### src/rtl/serial_pkg.sv
// Shared definitions for the bit-serial arithmetic blocks: FSM state encoding and majority helper.
package serial_pkg;

   typedef enum logic [1:0] {
      ST_IDLE  = 2'd0,
      ST_SHIFT = 2'd1,
      ST_DONE  = 2'd2
   } serial_state_e;

   function automatic logic maj3(input logic a, input logic b, input logic c);
      return (a & b) | (a & c) | (b & c);
   endfunction

endpackage

### src/rtl/serial_full_adder.sv
// One-bit full adder, purely combinational (zero latency, no flow control).
module serial_full_adder
   import serial_pkg::*;
(
   input  logic a_i,
   input  logic b_i,
   input  logic c_i,
   output logic s_o,
   output logic c_o
);

   assign s_o = a_i ^ b_i ^ c_i;
   assign c_o = maj3(a_i, b_i, c_i);

endmodule

### src/rtl/serial_slt.sv
// Bit-serial signed compare: computes I0-I1 LSB-first and reports LT/EQ one cycle after the MSB.
// Latency N cycles from START to VALID; START is ignored while BUSY, no other backpressure.
module serial_slt
   import serial_pkg::*;
#(
   parameter int N = 4
) (
   input  logic CLK,
   input  logic RESETN,
   input  logic START,
   input  logic I0,
   input  logic I1,
   output logic BUSY,
   output logic VALID,
   output logic LT,
   output logic EQ
);

   localparam int CW = $clog2(N) + 1;

   serial_state_e   state_q, state_d;
   logic            carry_q, carry_d;
   logic [CW-1:0]   cnt_q, cnt_d;
   logic            zacc_q, zacc_d;
   logic            lt_q, lt_d;
   logic            eq_q, eq_d;

   logic            fa_cin;
   logic            diff;
   logic            fa_cout;
   logic            last_bit;

   // Subtraction as I0 + ~I1 + 1: the +1 enters as carry-in on bit 0.
   assign fa_cin   = (state_q == ST_SHIFT) ? carry_q : 1'b1;
   assign last_bit = (cnt_q == CW'(N - 1));

   serial_full_adder u_fa (
      .a_i (I0),
      .b_i (~I1),
      .c_i (fa_cin),
      .s_o (diff),
      .c_o (fa_cout)
   );

   always_ff @(posedge CLK) begin
      if (!RESETN) begin
         state_q <= ST_IDLE;
         carry_q <= 1'b1;
         cnt_q   <= '0;
         zacc_q  <= 1'b1;
         lt_q    <= 1'b0;
         eq_q    <= 1'b0;
      end else begin
         state_q <= state_d;
         carry_q <= carry_d;
         cnt_q   <= cnt_d;
         zacc_q  <= zacc_d;
         lt_q    <= lt_d;
         eq_q    <= eq_d;
      end
   end

   always_comb begin
      state_d = state_q;
      carry_d = carry_q;
      cnt_d   = cnt_q;
      zacc_d  = zacc_q;
      lt_d    = lt_q;
      eq_d    = eq_q;
      case (state_q)
         ST_IDLE, ST_DONE: begin
            if (START) begin
               state_d = ST_SHIFT;
               carry_d = fa_cout;
               zacc_d  = ~diff;
               cnt_d   = CW'(1);
            end else begin
               state_d = ST_IDLE;
            end
         end
         ST_SHIFT: begin
            carry_d = fa_cout;
            zacc_d  = zacc_q & ~diff;
            cnt_d   = cnt_q + CW'(1);
            if (last_bit) begin
               // Sign-aware: differing signs decide directly, otherwise no overflow and diff MSB is the sign.
               lt_d    = (I0 & ~I1) | (~(I0 ^ I1) & diff);
               eq_d    = zacc_q & ~diff;
               state_d = ST_DONE;
            end
         end
         default: state_d = ST_IDLE;
      endcase
   end

   assign BUSY  = (state_q == ST_SHIFT);
   assign VALID = (state_q == ST_DONE);
   assign LT    = lt_q;
   assign EQ    = eq_q;

endmodule

### config.mk
export PLATFORM = sky130hd
export DESIGN_NAME = serial_slt
export DESIGN_NICKNAME = d
export VERILOG_FILES = /design/src/rtl/serial_pkg.sv /design/src/rtl/serial_full_adder.sv /design/src/rtl/serial_slt.sv
export SDC_FILE = /design/constraint.sdc
export NUM_CORES = 1
export LEC_CHECK = 0
export ABC_CLOCK_PERIOD_IN_PS = 2100
export BUFFER_PORTS_ARGS = -buffer_cell sky130_fd_sc_hd__buf_2
export CAP_MARGIN = 20
export CORE_AREA = 2 2 39 41
export DETAILED_ROUTE_END_ITERATION = 10
export DIE_AREA = 0 0 41 43
export PLACE_DENSITY = 0.67
export SETUP_SLACK_MARGIN = 0.15
export SYNTH_ARGS = -nofsm -noshare
export SYNTH_HDL_FRONTEND = slang
export SYNTH_SLANG_ARGS = --single-unit
### constraint.sdc
create_clock -name CLK -period 2.1 [get_ports CLK]
set_input_delay 0.42 -clock CLK [delete_from_list [all_inputs] [get_ports CLK]]
set_output_delay 0.42 -clock CLK [all_outputs]
set_load 0.01 [all_outputs]
==> reports/metrics.cfg, run 1 <==
[routing]
drt_iter0_drc = 8
first_pass_iters = 4
via_per_inst = 4.74
ant_nets = 0
wire_per_inst_um = 10.6
vias = 351
drc_errors = 0
wirelength_um = 786

[logic_synthesis]
async_flop_share_pct = 0
synth_edf_count = 0
ys_ff_latch = 9
syn_area_um2 = 465
yosys_warnings = 0
yosysUniqueCellTypes = 27
syn_area_per_cell_um2 = 9.90
yosys-top-cells-count = dfxtp_1, inv_1, nor2_1
synth_top_area_share_pct = 38.7
syn_inst = 47
synth_top_area_cell = dfxtp_1
ys.flop_type = dfxtp_1
yosysMostFrequentCell = dfxtp_1
synth.area.top_cells = dfxtp_1, fa_1, ha_1
synth_nets = 56
yosysSeqAreaShare_pct = 38.7

[setup_path]
critical-path-slowest-cell = fa_1
path_max_fanout = 9
crit_path_frequent_cell = nand2b_1
r2r_start = state_q[1]
path_class = register to register
reg2reg_depth = 7
required_ns = 2.26
r2r_end = zacc_q
rrSetupSlack_ns = 0.40
worstSetupEndpointType = register
worstPathArrival_ns = 1.86
worstPathCellList = nand2b_2 > inv_4 > nand2b_1 > inv_1 > fa_1 > nand2b_1 > o32a_1
crit_path_max_incr_delay_ns = 0.43
startpoint_type = register

[die]
die_w_um = 41
core_mm2 = 0.00138
rows = 14
die_h_um = 43
die-area_mm2 = 0.00176
io_pins = 9
initial_core_util_pct = 33.6

[global_routing]
grt_pass1_wl_um = 1370
grt_max_degree = 10
grt_pass1_vias = 333
grt-ovfl-total = 0
grt_antenna_before_repair = 0
grtUsageTotal_pct = 12.1

[sta]
worstMarginPinSlew_ns = 0.223
hold_ws_ns = 0.417
drv_slew = 0
clock-skew-final_ns = 0.00273
final-setup-viol-count = 0
hold_viol_final = 0
clock.fmax_mhz = 589
rsz0062_at_grt = false
period_share_pct = 80.8
fin_crit_ns = 1.70
setup_tns_ns = 0
slew_headroom_pct = 85.1

[power_and_ir_drop]
power_leakage_nw = 0.250
powerDensity_mw_per_mm2 = 702
ir_drop_v = 0.000347

[clock_network]
cts_tree = built
htreeDepth = 1
cts_resized = 0
clock-sinks = 9
cts_buffers = 3
cts-root-buf = clkbuf_4
hold_buffers = 0
clk_latency_ns = 0.27
cts_setup_buffers = 0
clkTransAtPathRegs_ns = 0.07
clockBufferDepth = 2

[layout]
drive_above_1_share_pct = 29.3
final_area_um2 = 547
multiInputGateArea_um2 = 259
seq_area_um2 = 180
final_core_util_pct = 39.5
n_fill_cell = 152
num-nets-final = 68
syn2layout_area_growth_pct = 17.5
n_antenna_cell = 0

[placed_design]
dp_hpwl_um = 597
placed_area_um2 = 520
portBuffers = 8
place.gp.congestion = 0.684

[min_path]
whs_path_depth = 2
min_path_type = input port to register
hold_start = RESETN
holdPathEnd = carry_q

[flow_run]
cap_violations = 0

[run_status]
outcome = completed

## layer usage
metal	up-vias	track usage, %	routed length [um]
met5	-	0	0
met4	0	12.0	17
met3	2	1.57	24
met2	11	16.3	382
met1	155	15.4	361
li1	183	-	-
## how the worst max path moves through the flow
stage,start,to,cells after the start
finish,state_q[1],zacc_q,7
CTS,state_q[1],zacc_q,7
global route,state_q[0],zacc_q,7
detailed placement,state_q[1],zacc_q,7
floorplan,state_q[1],zacc_q,7
global placement,state_q[1],zacc_q,7
## cells by family after synthesis
logic type / synth area share, %
xor gates and xnor gates: 1.88
adders and majority gates: 14.0
muxes: 4.30
and+or+nand+nor: 16.9
buffers and inverters: 5.64
DFF: 38.7
AOI/OAI and AO/OA: 18.5
## cell type report
cell class              instances  area share, %
multi-input cells              32           47.4
flip-flops and latches          9           33.0
repair buffers                  8           7.32
clock buffers                   4           4.81
inverters                       5           3.89
well taps                      16           3.66
## power by group
part / switching [mW] / total [mW] / internal, mW
clock network: 0.0671 / 0.141 / 0.0735
registers: 0.00800 / 0.188 / 0.180
logic: 0.0305 / 0.0551 / 0.0246
total: 0.106 / 0.384 / 0.278
## per-stage QoR
| stage | total power [mW] | std cells | setup slack (ns) |
|---|---|---|---|
| final | 0.384 | 74 | 0.402 |
| after global routing | 0.409 | 74 | 0.257 |
| after CTS | 0.385 | 74 | 0.386 |
| after detailed placement | 0.248 | 70 | 0.413 |
| after global placement | 0.246 | 70 | 0.431 |
| after floorplan | 0.232 | 47 | 0.499 |
## registers in the layout, summed over array words and instances (netlist names)
signal / cells
EQ: 1
LT: 1
carry_q: 1
cnt_q: 3
state_q: 2
zacc_q: 1
## critical path: cells and delay by family (launching register included)
| family | cells | cell delay (ns) |
|---|---|---|
| AO/OA/AOI/OAI | 1 | 0.15 |
| adder cells (fa/ha/maj) | 1 | 0.43 |
| buffers and inverters | 2 | 0.19 |
| flip-flops | 1 | 0.35 |
| AND/OR/NAND/NOR | 3 | 0.48 |
## layout by cell type, fill, tap and decap left out, types with 2 or more instances in the layout
cell type  count
a21oi_1        2
buf_2          8
clkbuf_4       3
dfxtp_1        9
fa_1           2
ha_1           2
inv_1          4
mux2i_1        2
nand2_1        2
nand2b_1       2
nor2_1         3
o21a_1         2
No activity file was read; power rests on OpenSTA's default activity.
==> run 2: changes to the inputs <==
--- a/config.mk
+++ b/config.mk
@@ -5,13 +5,14 @@
 export SDC_FILE = /design/constraint.sdc
 export NUM_CORES = 1
 export LEC_CHECK = 0
-export ABC_CLOCK_PERIOD_IN_PS = 2100
+export ABC_AREA = 1
+export ABC_CLOCK_PERIOD_IN_PS = 1700
 export BUFFER_PORTS_ARGS = -buffer_cell sky130_fd_sc_hd__buf_2
 export CAP_MARGIN = 20
 export CORE_AREA = 2 2 39 41
 export DETAILED_ROUTE_END_ITERATION = 10
 export DIE_AREA = 0 0 41 43
-export PLACE_DENSITY = 0.67
+export PLACE_DENSITY = 0.65
 export SETUP_SLACK_MARGIN = 0.15
 export SYNTH_ARGS = -nofsm -noshare
 export SYNTH_HDL_FRONTEND = slang
==> constraint.sdc (replaced) <==
create_clock -name CLK -period 1.7 [get_ports CLK]
set_input_delay 0.34 -clock CLK [delete_from_list [all_inputs] [get_ports CLK]]
set_output_delay 0.34 -clock CLK [all_outputs]
set_load 0.01 [all_outputs]
==> reports/metrics.cfg, run 2 <==
[layout]
largest_reg_flops = 3
drive_above_1_share_pct = 20.5
multiInputGateArea_um2 = 211
n_fill_cell = 148
final_common_cell = nand2_1
syn2layout_area_growth_pct = 20.1
n_antenna_cell = 0
reg.largest.list = cnt_q x3, state_q x2
seq_area_um2 = 180
top_register = cnt_q
final_area_um2 = 531
num-nets-final = 83
final_core_util_pct = 38.3
final_cell_mix = nand2_1, inv_1, dfxtp_1

[clock_network]
cts_buffers = 3
cts_setup_buffers = 0
cts_tree = built
clk_latency_ns = 0.26
clock-sinks = 9
clkTransAtPathRegs_ns = 0.06
htreeDepth = 1
cts-root-buf = clkbuf_4
clockBufferDepth = 2

[logic_synthesis]
syn_inst = 61
synth_top_area_cell = dfxtp_1
ys_ff_latch = 9
synth_nets = 70
synth_top_area_share_pct = 40.8
ys.flop_type = dfxtp_1
syn_area_per_cell_um2 = 7.24
synth_edf_count = 0
synth.area.top_cells = dfxtp_1, nand2_1, inv_1
async_flop_share_pct = 0
yosys-top-cells-count = nand2_1, inv_1, dfxtp_1, nor2_1, nand3_1
yosysSeqAreaShare_pct = 40.8
yosysUniqueCellTypes = 10
yosysMostFrequentCell = nand2_1
syn_area_um2 = 442
yosys_warnings = 0

[run_status]
outcome = completed

[routing]
drc_errors = 0
vias = 371
wirelength_um = 750
wire_per_inst_um = 8.43
ant_nets = 0
via_per_inst = 4.17
drt_iter0_drc = 7
first_pass_iters = 4

[setup_path]
critical-path-slowest-cell = fa_1
crit_path_max_incr_delay_ns = 0.44
worstSetupEndpointType = register
path_class = register to register
worstPathCellList = nand2_2 > nor2_2 > fa_1 > a21oi_1 > nor2_1
worstPathArrival_ns = 1.56
path_max_fanout = 6
startpoint_type = register
required_ns = 1.86

[global_routing]
grt_pass1_vias = 352
grt-ovfl-total = 0
grt_max_degree = 8
grtUsageTotal_pct = 11.3
grt_pass1_wl_um = 1350
grt_antenna_before_repair = 0

[placed_design]
dp_hpwl_um = 591
placed_area_um2 = 502
place_ws_ns = 0.262
portBuffers = 8
place.gp.congestion = 0.663

[sta]
layout_setup_ws_ns = 0.300
period_share_pct = 82.3
drv_slew = 0
hold_ws_ns = 0.315
clock.fmax_mhz = 714
worstMarginPinSlew_ns = 0.204
final-setup-viol-count = 0
hold_viol_final = 0
fin_crit_ns = 1.40
rsz0062_at_grt = false
slew_headroom_pct = 86.4
clock-skew-final_ns = 0.000688
setup_tns_ns = 0

[power_and_ir_drop]
power_leakage_nw = 0.293
ir_drop_v = 0.000342
powerDensity_mw_per_mm2 = 871

[die]
io_pins = 9
initial_core_util_pct = 31.9
rows = 14
die_h_um = 43
core_mm2 = 0.00138
die_w_um = 41
die-area_mm2 = 0.00176

[flow_run]
cap_violations = 0

[min_path]
min_path_type = input port to register

-- run 2: changes by cell type after synthesis, moves of 2 or more --
cell / previous run / this run
nor2_1: 3 / 8
nand2_2: 0 / 2
inv_1: 4 / 13
nand2b_1: 2 / 0
mux2i_1: 2 / 0
nand2_1: 2 / 15
nand3_1: 1 / 5
a21oi_1: 2 / 4
o21a_1: 2 / 0
-- run 2: worst max-delay path, delay by kind of cell, from the launching register on --
family          cells  cell delay [ns]
compound gates      1             0.16
flops               1             0.39
fa+ha+maj           1             0.44
simple gates        3             0.31
-- run 2: final cells by class --
class	instances	area share [%]
timing repair buffer	8	7.55
tap	16	3.77
multi-input combinational	38	39.9
sequential	9	34.0
clock buffer	4	4.95
inverter	14	9.91
-- run 2: per-stage QoR --
stage	power, mW	cells
floorplan	0.279	61
global placement	0.297	85
detailed placement	0.298	85
CTS	0.466	89
global route	0.487	89
finish	0.462	89
-- run 2: cell families after synthesis --
family                     share of synthesized area [%]
AOI/OAI and AO/OA                                   4.53
and+or+nand+nor                                     28.0
DFF                                                 40.8
adders and majority gates                           14.7
buffers and inverters                               11.9
-- run 2: per-layer routing --
metal / vias up / share of wire, % / GRT usage (%)
li1: 206 / - / -
met1: 160 / 49 / 14.3
met2: 5 / 49 / 15.6
met3: 0 / 2.1 / 1.57
met4: 0 / 0 / 10.0
met5: - / 0 / 0
-- run 2: timing repair --
| action | in CTS | in global routing |
|---|---|---|
| resized for setup | 0 | 1 |
| setup endpoints to repair | 0 | 2 |
| hold buffers | 0 | 0 |
-- run 2: power by group --
part	internal (mW)	switching (mW)	total (mW)
Sequential	0.223	0.00867	0.232
Clock	0.0907	0.0774	0.168
Combinational	0.0238	0.0382	0.0620
-- run 2: final timing paths --
kind	startpoint	to	slack (ns)	depth (start not counted)
worst max-delay path	state_q[0]	EQ	0.30	5
worst min-delay path	RESETN	zacc_q	0.32	2
worst max register to register	state_q[0]	EQ	0.30	5
worst min register to register	cnt_q[2]	cnt_q[2]	0.49	2
